**src/rtl/uart_rx_param_if.sv**
```systemverilog
// Receiver-to-consumer handshake bundle: a held frame with its error flags, plus the consumer's ready.
interface uart_rx_param_if;
   logic       i_ready;
   logic       o_valid;
   logic [7:0] o_data;
   logic       o_parity_err;
   logic       o_frame_err;
   logic       o_overrun;

   modport master (input i_ready, output o_valid, o_data, o_parity_err, o_frame_err, o_overrun);
   modport slave  (output i_ready, input o_valid, o_data, o_parity_err, o_frame_err, o_overrun);
endinterface

```
**src/rtl/uart_rx_param.sv**
```systemverilog
// Parametrised UART receiver with a valid/ready holding register.
// Define UART_RX_MAJORITY_EN to decide each bit by a 2-of-3 vote instead of a single sample.
//
// state     | meaning
// IDLE      | line idle, waiting for a falling edge
// START     | validating the start bit at mid-bit
// DATA      | shifting in payload bits, LSB first
// PARITY    | checking the parity bit
// STOP      | sampling stop bit(s); the last one commits the frame
// WAIT_HIGH | line stuck low after a frame; wait for it to return high
module uart_rx_param #(
   parameter int CLK_FREQ  = 25000000,
   parameter int BAUD_RATE = 9600,
   parameter int DATA_BITS = 8,
   parameter int PARITY    = 0,
   parameter int STOP_BITS = 1
) (
   input  logic               clk,
   input  logic               rst,
   input  logic               uart_rx,
   uart_rx_param_if.master    bus
);
   localparam int CPB = CLK_FREQ / BAUD_RATE;
   localparam int H   = CPB / 2;
   localparam int CW  = $clog2(CPB);

   typedef enum logic [2:0] {
      S_IDLE, S_START, S_DATA, S_PARITY, S_STOP, S_WAIT_HIGH
   } state_t;

   state_t               state, state_nxt;
   logic                 rx_meta, rx;
   logic [CW-1:0]        cnt;
   logic [2:0]           bit_idx;
   logic [DATA_BITS-1:0] shreg;
   logic                 par_err, frm_err;
   logic                 sample, wrap, bit_val, commit;

   assign sample = (cnt == CW'(H - 1));
   assign wrap   = (cnt == CW'(CPB - 1));

`ifdef UART_RX_MAJORITY_EN
   logic maj_a, maj_b;

   always_ff @(posedge clk or negedge rst) begin
      if (!rst) begin
         maj_a <= 1'b1;
         maj_b <= 1'b1;
      end else begin
         if (cnt == CW'(H - 3)) maj_a <= rx;
         if (cnt == CW'(H - 2)) maj_b <= rx;
      end
   end

   assign bit_val = (maj_a & maj_b) | (maj_a & rx) | (maj_b & rx);
`else
   assign bit_val = rx;
`endif

   always_comb begin
      state_nxt = state;
      commit    = 1'b0;
      case (state)
         S_IDLE:      if (!rx) state_nxt = S_START;
         S_START: begin
            if (sample && bit_val) state_nxt = S_IDLE;
            else if (wrap)         state_nxt = S_DATA;
         end
         S_DATA:      if (wrap && bit_idx == 3'(DATA_BITS - 1))
                         state_nxt = (PARITY != 0) ? S_PARITY : S_STOP;
         S_PARITY:    if (wrap) state_nxt = S_STOP;
         S_STOP: begin
            // The final stop bit commits at mid-bit so back-to-back frames are not missed.
            if (sample && bit_idx == 3'(STOP_BITS - 1)) begin
               commit    = 1'b1;
               state_nxt = bit_val ? S_IDLE : S_WAIT_HIGH;
            end
         end
         S_WAIT_HIGH: if (rx) state_nxt = S_IDLE;
         default:     state_nxt = S_IDLE;
      endcase
   end

   always_ff @(posedge clk or negedge rst) begin
      if (!rst) begin
         rx_meta          <= 1'b1;
         rx               <= 1'b1;
         state            <= S_IDLE;
         cnt              <= '0;
         bit_idx          <= '0;
         shreg            <= '0;
         par_err          <= 1'b0;
         frm_err          <= 1'b0;
         bus.o_valid      <= 1'b0;
         bus.o_data       <= '0;
         bus.o_parity_err <= 1'b0;
         bus.o_frame_err  <= 1'b0;
         bus.o_overrun    <= 1'b0;
      end else begin
         rx_meta <= uart_rx;
         rx      <= rx_meta;
         state   <= state_nxt;

         if (state == S_IDLE || state_nxt == S_IDLE || state_nxt == S_WAIT_HIGH || wrap)
            cnt <= '0;
         else
            cnt <= cnt + 1'b1;

         if (state != state_nxt) bit_idx <= '0;
         else if (wrap)          bit_idx <= bit_idx + 3'd1;

         if (state == S_DATA && sample)
            shreg <= {bit_val, shreg[DATA_BITS-1:1]};

         if (state == S_IDLE)
            par_err <= 1'b0;
         else if (state == S_PARITY && sample)
            par_err <= bit_val ^ (^shreg) ^ (PARITY == 2);

         if (state == S_IDLE)
            frm_err <= 1'b0;
         else if (state == S_STOP && sample && !bit_val)
            frm_err <= 1'b1;

         if (commit) begin
            bus.o_valid      <= 1'b1;
            bus.o_data       <= 8'(shreg);
            bus.o_parity_err <= par_err;
            bus.o_frame_err  <= frm_err | ~bit_val;
            bus.o_overrun    <= bus.o_valid & ~bus.i_ready;
         end else if (bus.o_valid && bus.i_ready) begin
            bus.o_valid <= 1'b0;
         end
      end
   end
endmodule

```
**src/flat_wrapper.sv**
```systemverilog
// flat-port wrapper written by rule: the top's interface ports become plain ports
module uart_rx_param_flat 
#(
   parameter int CLK_FREQ  = 25000000,
   parameter int BAUD_RATE = 9600,
   parameter int DATA_BITS = 8,
   parameter int PARITY    = 0,
   parameter int STOP_BITS = 1
)
  (clk, rst, uart_rx, bus_i_ready, bus_o_valid, bus_o_data, bus_o_parity_err, bus_o_frame_err, bus_o_overrun);
  uart_rx_param_if bus_i ();
  input  logic clk;
  input  logic rst;
  input  logic uart_rx;
  input wire logic [$bits(bus_i.i_ready)-1:0] bus_i_ready;
  output wire logic [$bits(bus_i.o_valid)-1:0] bus_o_valid;
  output wire logic [$bits(bus_i.o_data)-1:0] bus_o_data;
  output wire logic [$bits(bus_i.o_parity_err)-1:0] bus_o_parity_err;
  output wire logic [$bits(bus_i.o_frame_err)-1:0] bus_o_frame_err;
  output wire logic [$bits(bus_i.o_overrun)-1:0] bus_o_overrun;
  assign bus_i.i_ready = bus_i_ready;
  assign bus_o_valid = bus_i.o_valid;
  assign bus_o_data = bus_i.o_data;
  assign bus_o_parity_err = bus_i.o_parity_err;
  assign bus_o_frame_err = bus_i.o_frame_err;
  assign bus_o_overrun = bus_i.o_overrun;
  uart_rx_param #(.CLK_FREQ(CLK_FREQ), .BAUD_RATE(BAUD_RATE), .DATA_BITS(DATA_BITS), .PARITY(PARITY), .STOP_BITS(STOP_BITS)) u_core (.clk(clk), .rst(rst), .uart_rx(uart_rx), .bus(bus_i));
endmodule
```
**config.mk**
```make
export PLATFORM = sky130hd
export DESIGN_NAME = uart_rx_param_flat
export DESIGN_NICKNAME = d
export VERILOG_FILES = /design/src/rtl/uart_rx_param_if.sv /design/src/rtl/uart_rx_param.sv /design/src/flat_wrapper.sv
export SDC_FILE = /design/constraint.sdc
export NUM_CORES = 1
export LEC_CHECK = 0
export ABC_AREA = 1
export CAP_MARGIN = 20
export CELL_PAD_IN_SITES_DETAIL_PLACEMENT = 1
export CELL_PAD_IN_SITES_GLOBAL_PLACEMENT = 2
export CORE_AREA = 2 2 82 84
export DETAILED_ROUTE_END_ITERATION = 16
export DIE_AREA = 0 0 84 86
export GPL_ROUTABILITY_DRIVEN = 0
export PLACE_DENSITY_LB_ADDON = 0.1
export SYNTH_ARGS = -nofsm -noshare
export SYNTH_HDL_FRONTEND = slang
export SYNTH_SLANG_ARGS = --single-unit
```
**constraint.sdc**
```tcl
create_clock -name clk -period 1.9 [get_ports clk]
set_input_delay 0.38 -clock clk [delete_from_list [all_inputs] [get_ports clk]]
set_output_delay 0.38 -clock clk [all_outputs]
set_load 0.05 [all_outputs]
```
---- After elaboration in Yosys (flattened, before gate mapping) ----
Index checks and enable logic that the tools add are counted.
word-level totals
  bits in registers ....................... 42
  input port bits ......................... 4
  word-level logic and storage cells ...... 70
cells by class
  add/sub/neg operators ................... 2
  eq/ne operators ......................... 10
  multiplexer cells ....................... 20
  bitwise gates (word level) .............. 5
  reductions and logical operators ........ 20
operators with widths
  operator               count
  $mux 3                 10
  $pmux 3 s6             1
  $add 12x1->12 const B  1
  $eq 12x11->1 const B   1
  $eq 12x12->1 const B   1
  $eq 3x3->1 const B     4
  $mux 12                1
  $logic_not 3->1        3
  $logic_and 1x1->1      8
  $mux 1                 8
  $reduce_bool 2->1      4
  $reduce_xor 8->1       1
  $eq 3x2->1 const B     2
  $add 3x1->3 const B    1
  $eq 3x1->1 const B     1
  $logic_or 1x1->1       3
  $ne 3x3->1             1
  $not 1->1              2
  $and 1x1->1            1
  $logic_not 1->1        1
  $or 1x1->1             1
  $xor 1x1->1            1

---- Depth between registers and ports, before layout ----
  depth in word-level cells ............... 9
  mapped depth ............................ 16
  gate-level depth less buffers ........... 15

---- Worst setup path after synthesis ----
OpenSTA, ideal clock, no wires.
  path type ............................... register to register
  start ................................... register u_core.cnt[0]
  end ..................................... register u_core.cnt[7]
  setup time .............................. 121 ps
  data arrival time ....................... 1511 ps
  required time ........................... 1779 ps
  slack ................................... 268 ps
  stages on the path, launching flop included .. 12
  period minus slack after synthesis ...... 1632 ps
  cell sequence ........................... dfrtp_1 ha_1 nand3_1 nor2_2 nand2_2 o21ai_2 nand2_2 inv_2 nand3_2 nand2_2 buf_6 nor2_2
between the ends
  word-level cells in the longest chain between the ends .. 9
  elaborated cells on any way between the ends .. 18
ends and longest elaborated chain
  element                                              line                                                           source
  start, declared                                      uart_rx_param.sv:33                                            logic [CW-1:0] cnt;
  start signal, assigned                               uart_rx_param.sv:107                                           cnt <= cnt + 1'b1;
  $eq 12x12->1 / $eq 12x11->1 (equally long branches)  uart_rx_param.sv:40, uart_rx_param.sv:39
  $mux 3 (tied with other cells)                       uart_rx_param.sv:67                                            else if (wrap) state_nxt = S_DATA;
  $mux 3, on equally long branches                     uart_rx_param.sv:66, uart_rx_param.sv:69, uart_rx_param.sv:74
  $pmux 3 s6 (*)                                       uart_rx_param.sv:63                                            case (state)
  net u_core.state_nxt[1]                              uart_rx_param.sv:31                                            state_t state, state_nxt;
  $logic_not 3->1                                      uart_rx_param.sv:104                                           if (state == S_IDLE || state_nxt == S_IDLE || state_nxt == S_WAIT_HIGH || wrap)
  $logic_or 1x1->1                                     uart_rx_param.sv:104
  $logic_or 1x1->1 (*) (2 in a row)                    uart_rx_param.sv:104
  $mux 12 (*)                                          uart_rx_param.sv:104
The timed path passes the listed nets; every way through them passes the cells marked *.
A chain may end at the register's enable or synchronous reset.

---- Worst setup path in the final report ----
  start ................................... register u_core.bus.o_data[6]
  end ..................................... output port bus_o_data[6]
RTL lines
  element                 line                    source
  start, declared         uart_rx_param_if.sv:10  modport master (input i_ready, output o_valid, o_data, o_parity_err, o_frame_err, o_overrun);
  start signal, assigned  uart_rx_param.sv:127    bus.o_data <= 8'(shreg);
  end, declared           flat_wrapper.sv:17      output wire logic [$bits(bus_i.o_data)-1:0] bus_o_data;
No word-level cell between the ends.

==> results <==
==> synthesized netlist by cell type (all sizes together) <==
cell | n | area share
nor2 | 33 | 0.076
ha | 5 | 0.029
nor4 | 1 | 0.0029
or2 | 1 | 0.0029
clkbuf | 1 | 0.0017
inv | 39 | 0.067
nand2b | 1 | 0.0029
o211ai | 1 | 0.0034
xor2 | 8 | 0.032
a21oi | 4 | 0.0092
xnor2 | 8 | 0.032
nor3 | 4 | 0.017
dfrtp | 40 | 0.46
mux2 | 2 | 0.010
dfstp | 2 | 0.024
nand3 | 19 | 0.046
nand4 | 3 | 0.0086
a32o | 1 | 0.0046
o21ai | 20 | 0.048
nand2 | 61 | 0.11
buf | 3 | 0.0098
==> logic make-up after synthesis <==
family,synth area share
adders and majority gates,0.0287
muxes,0.0103
and+or+nand+nor,0.269
xor gates and xnor gates,0.0643
buffers and inverters,0.0787
AOI/OAI and AO/OA,0.0649
DFF,0.484
==> layer usage <==
| layer | GRT usage | vias up | share of wire |
|---|---|---|---|
| met5 | 0 | - | 0 |
| met4 | 0.0440 | 0 | 0.0096 |
| met3 | 0.0241 | 4 | 0.021 |
| met2 | 0.232 | 17 | 0.45 |
| met1 | 0.207 | 829 | 0.52 |
| li1 | - | 857 | - |
==> where the power goes <==
group	internal, mW	leakage, nW	switching [mW]
registers	0.897	0.558	0.00200
logic	0.00641	0.610	0.0208
clock network	0.429	0.0585	0.307
total	1.33	1.23	0.330
==> final cells by class <==
cell class | count | area, um2
Clock buffer | 7 | 86.3
Clock inverter | 1 | 30.0
Fill cell | 763 | 3560
Inverter | 39 | 146
Multi-Input combinational cell | 173 | 1070
Sequential cell | 42 | 1050
Tap cell | 77 | 96.3
Timing Repair Buffer | 27 | 231
==> flip-flops by register name, indices dropped and copies added (netlist names) <==
signal,flops
u_core.bit_idx,3
u_core.bit_val,1
u_core.bus.o_data,8
u_core.bus.o_frame_err,1
u_core.bus.o_overrun,1
u_core.bus.o_parity_err,1
u_core.bus.o_valid,1
u_core.cnt,12
u_core.frm_err,1
u_core.par_err,1
u_core.rx_meta,1
u_core.shreg,8
u_core.state,3
==> timing repair <==
item	in CTS	in global routing
endpoints found under the setup margin	12	16
gates resized for setup	1	27
pin swaps	0	4
setup buffers	0	2
gates cloned	0	1
==> metrics by stage <==
step / setup WS, ns / hold WS (ns) / power [mW] / TNS [ns] / area [um2]
final: 0.0770 / 0.145 / 1.66 / 0 / 2710
after global routing: -0.0527 / 0.210 / 1.73 / -0.199 / 2710
after CTS: 0.0517 / 0.182 / 1.70 / 0 / 2580
after detailed placement: -0.0283 / 0.349 / 0.947 / -0.107 / 2460
after global placement: -0.0591 / 0.347 / 0.946 / -0.489 / 2460
after floorplan: 0.268 / 0.0844 / 0.919 / 0 / 2180
==> worst min path at each step <==
| stage | cells after the start | end | slack (ns) | startpoint |
|---|---|---|---|---|
| after floorplan | 0 | u_core.bit_idx[0] | 0.08 | rst |
| after global placement | 0 | u_core.bit_val | 0.35 | u_core.rx_meta |
| after detailed placement | 0 | u_core.bit_val | 0.35 | u_core.rx_meta |
| after CTS | 2 | u_core.cnt[3] | 0.18 | rst |
| after global routing | 2 | u_core.cnt[0] | 0.21 | rst |
| final | 2 | u_core.cnt[3] | 0.14 | rst |
==> cell usage in the layout, fill, tap and decap left out, drive strengths merged <==
cell	instances
clkdlybuf4s50	11
xnor2	8
buf	16
a32o	1
nor4	1
nand3	19
mux2	2
or2	1
nand2	62
dfrtp	40
xor2	8
a21oi	4
o211ai	1
nand2b	1
bufinv	1
o21ai	20
ha	5
nor3	4
clkbuf	7
nor2	33
nand4	3
dfstp	2
inv	39
==> key figures <==
Setup path
  – Worst flop-to-flop path endpoint: u_core.cnt[7]
  – R2R cell count: 15
  – Origin of the critical flop-to-flop path: u_core.cnt[1]
  – CP Max Fanout: 2
  – Setup crit end kind: primary output
  – Worst R2R Setup Slack: 0.12 ns
  – Critical-path top delay cell: clkdlybuf4s50_1
  – Critical Path Max Stage Delay: 0.81 ns
  – WP data required: 1.52 ns
  – Cell depth of the worst setup path: 1
  – Critical path origin: u_core.bus.o_data[6]
  – Crit-path cells: clkdlybuf4s50_1
  – Critical path class: reg -> out
  – CP bufs+invs: 1
  – Critical Path Source Type: flip-flop
  – Critical Path End: bus_o_data[6]
  – Worst Path Arrival: 1.44 ns
  – Crit-path leading delay family: buffers and inverters

Power
  – Maximum ir drop on the vdd rail: 0.408 mV
  – Leakage: 1.23 nW
  – Pwr Density: 613 nW/um2

Synthesis
  – Synth cell types: 30
  – Mapped cell area: 2180 um2
  – Seq/Total Area, Yosys: 0.484
  – Yosys warns: 0
  – Post-synthesis average cell area: 8.48 um2
  – Syn Nets: 266
  – Seq cells post-synth: 42
  – Syn Inst Count: 257

Place
  – Number of I/O port buffers: 15
  – Placed insts: 355
  – DP HPWL: 3.53 mm

Flow run
  – Number of max-cap violations: 0

Layout
  – Final cell count without fillers: 366
  – Nets@finish: 297
  – Final core utilization: 0.432
  – Ant diodes: 0
  – Ratio of cells with drive above 1 in the final layout: 0.273
  – Area growth, synth to finish: 24.5%

Route
  – Vias/cell: 4.66
  – Routed Wire Length: 4.99 mm
  – Antenna viol nets, final: 0
  – Detailed Route Iter0 Violations: 74
  – DR vias: 1707
  – DR WL/cell: 13.6 um
  – Drt drc: 0
  – First drt pass iteration count: 4

STA
  – Unrepaired setup endpoints after global routing: true
  – Fmax: 549 MHz
  – Period utilization: 0.959
  – Max Slew Vio Count: 0
  – Worst-margin pin slew: 0.551 ns
  – Setup violators final: 0
  – Fin Clk Skew: 0.00822 ns
  – Min cycle time layout: 1.82 ns
  – Rel. slew slack: 0.632
  – Final Hold Vio Count: 0

Die
  – I/O pin count: 16
  – # rows: 29
  – Die height: 86 um
  – Die area: 7220 um2
  – Starting Density: 0.347
  – Core Area: 6280 um2
  – Die X: 84 um

CTS
  – Root Driver: clkbuf_8
  – H-tree Lvls: 2
  – Worst skew pair latency: 0.29 ns
  – Clock transition at path regs: 0.08 ns
  – Hold-fix buffer count after cts: 0
  – Clk buf depth: 2
  – Num CTS Buffers: 5
  – Clock sink count: 42
  – CTS tree: done

GRT
  – Initial antenna violation count: 0
  – Total gr overflow: 0
  – First-pass GRT wire length: 8.49 mm
  – Largest net degree at the start of global routing: 43
  – All-Layer GR Usage: 0.146
  – Vias in the first global route: 1789

Run status
  – Status: finished clean

Min path
  – Worst hold path class: in -> async
Note: power is estimated with default switching activity, not from simulation.
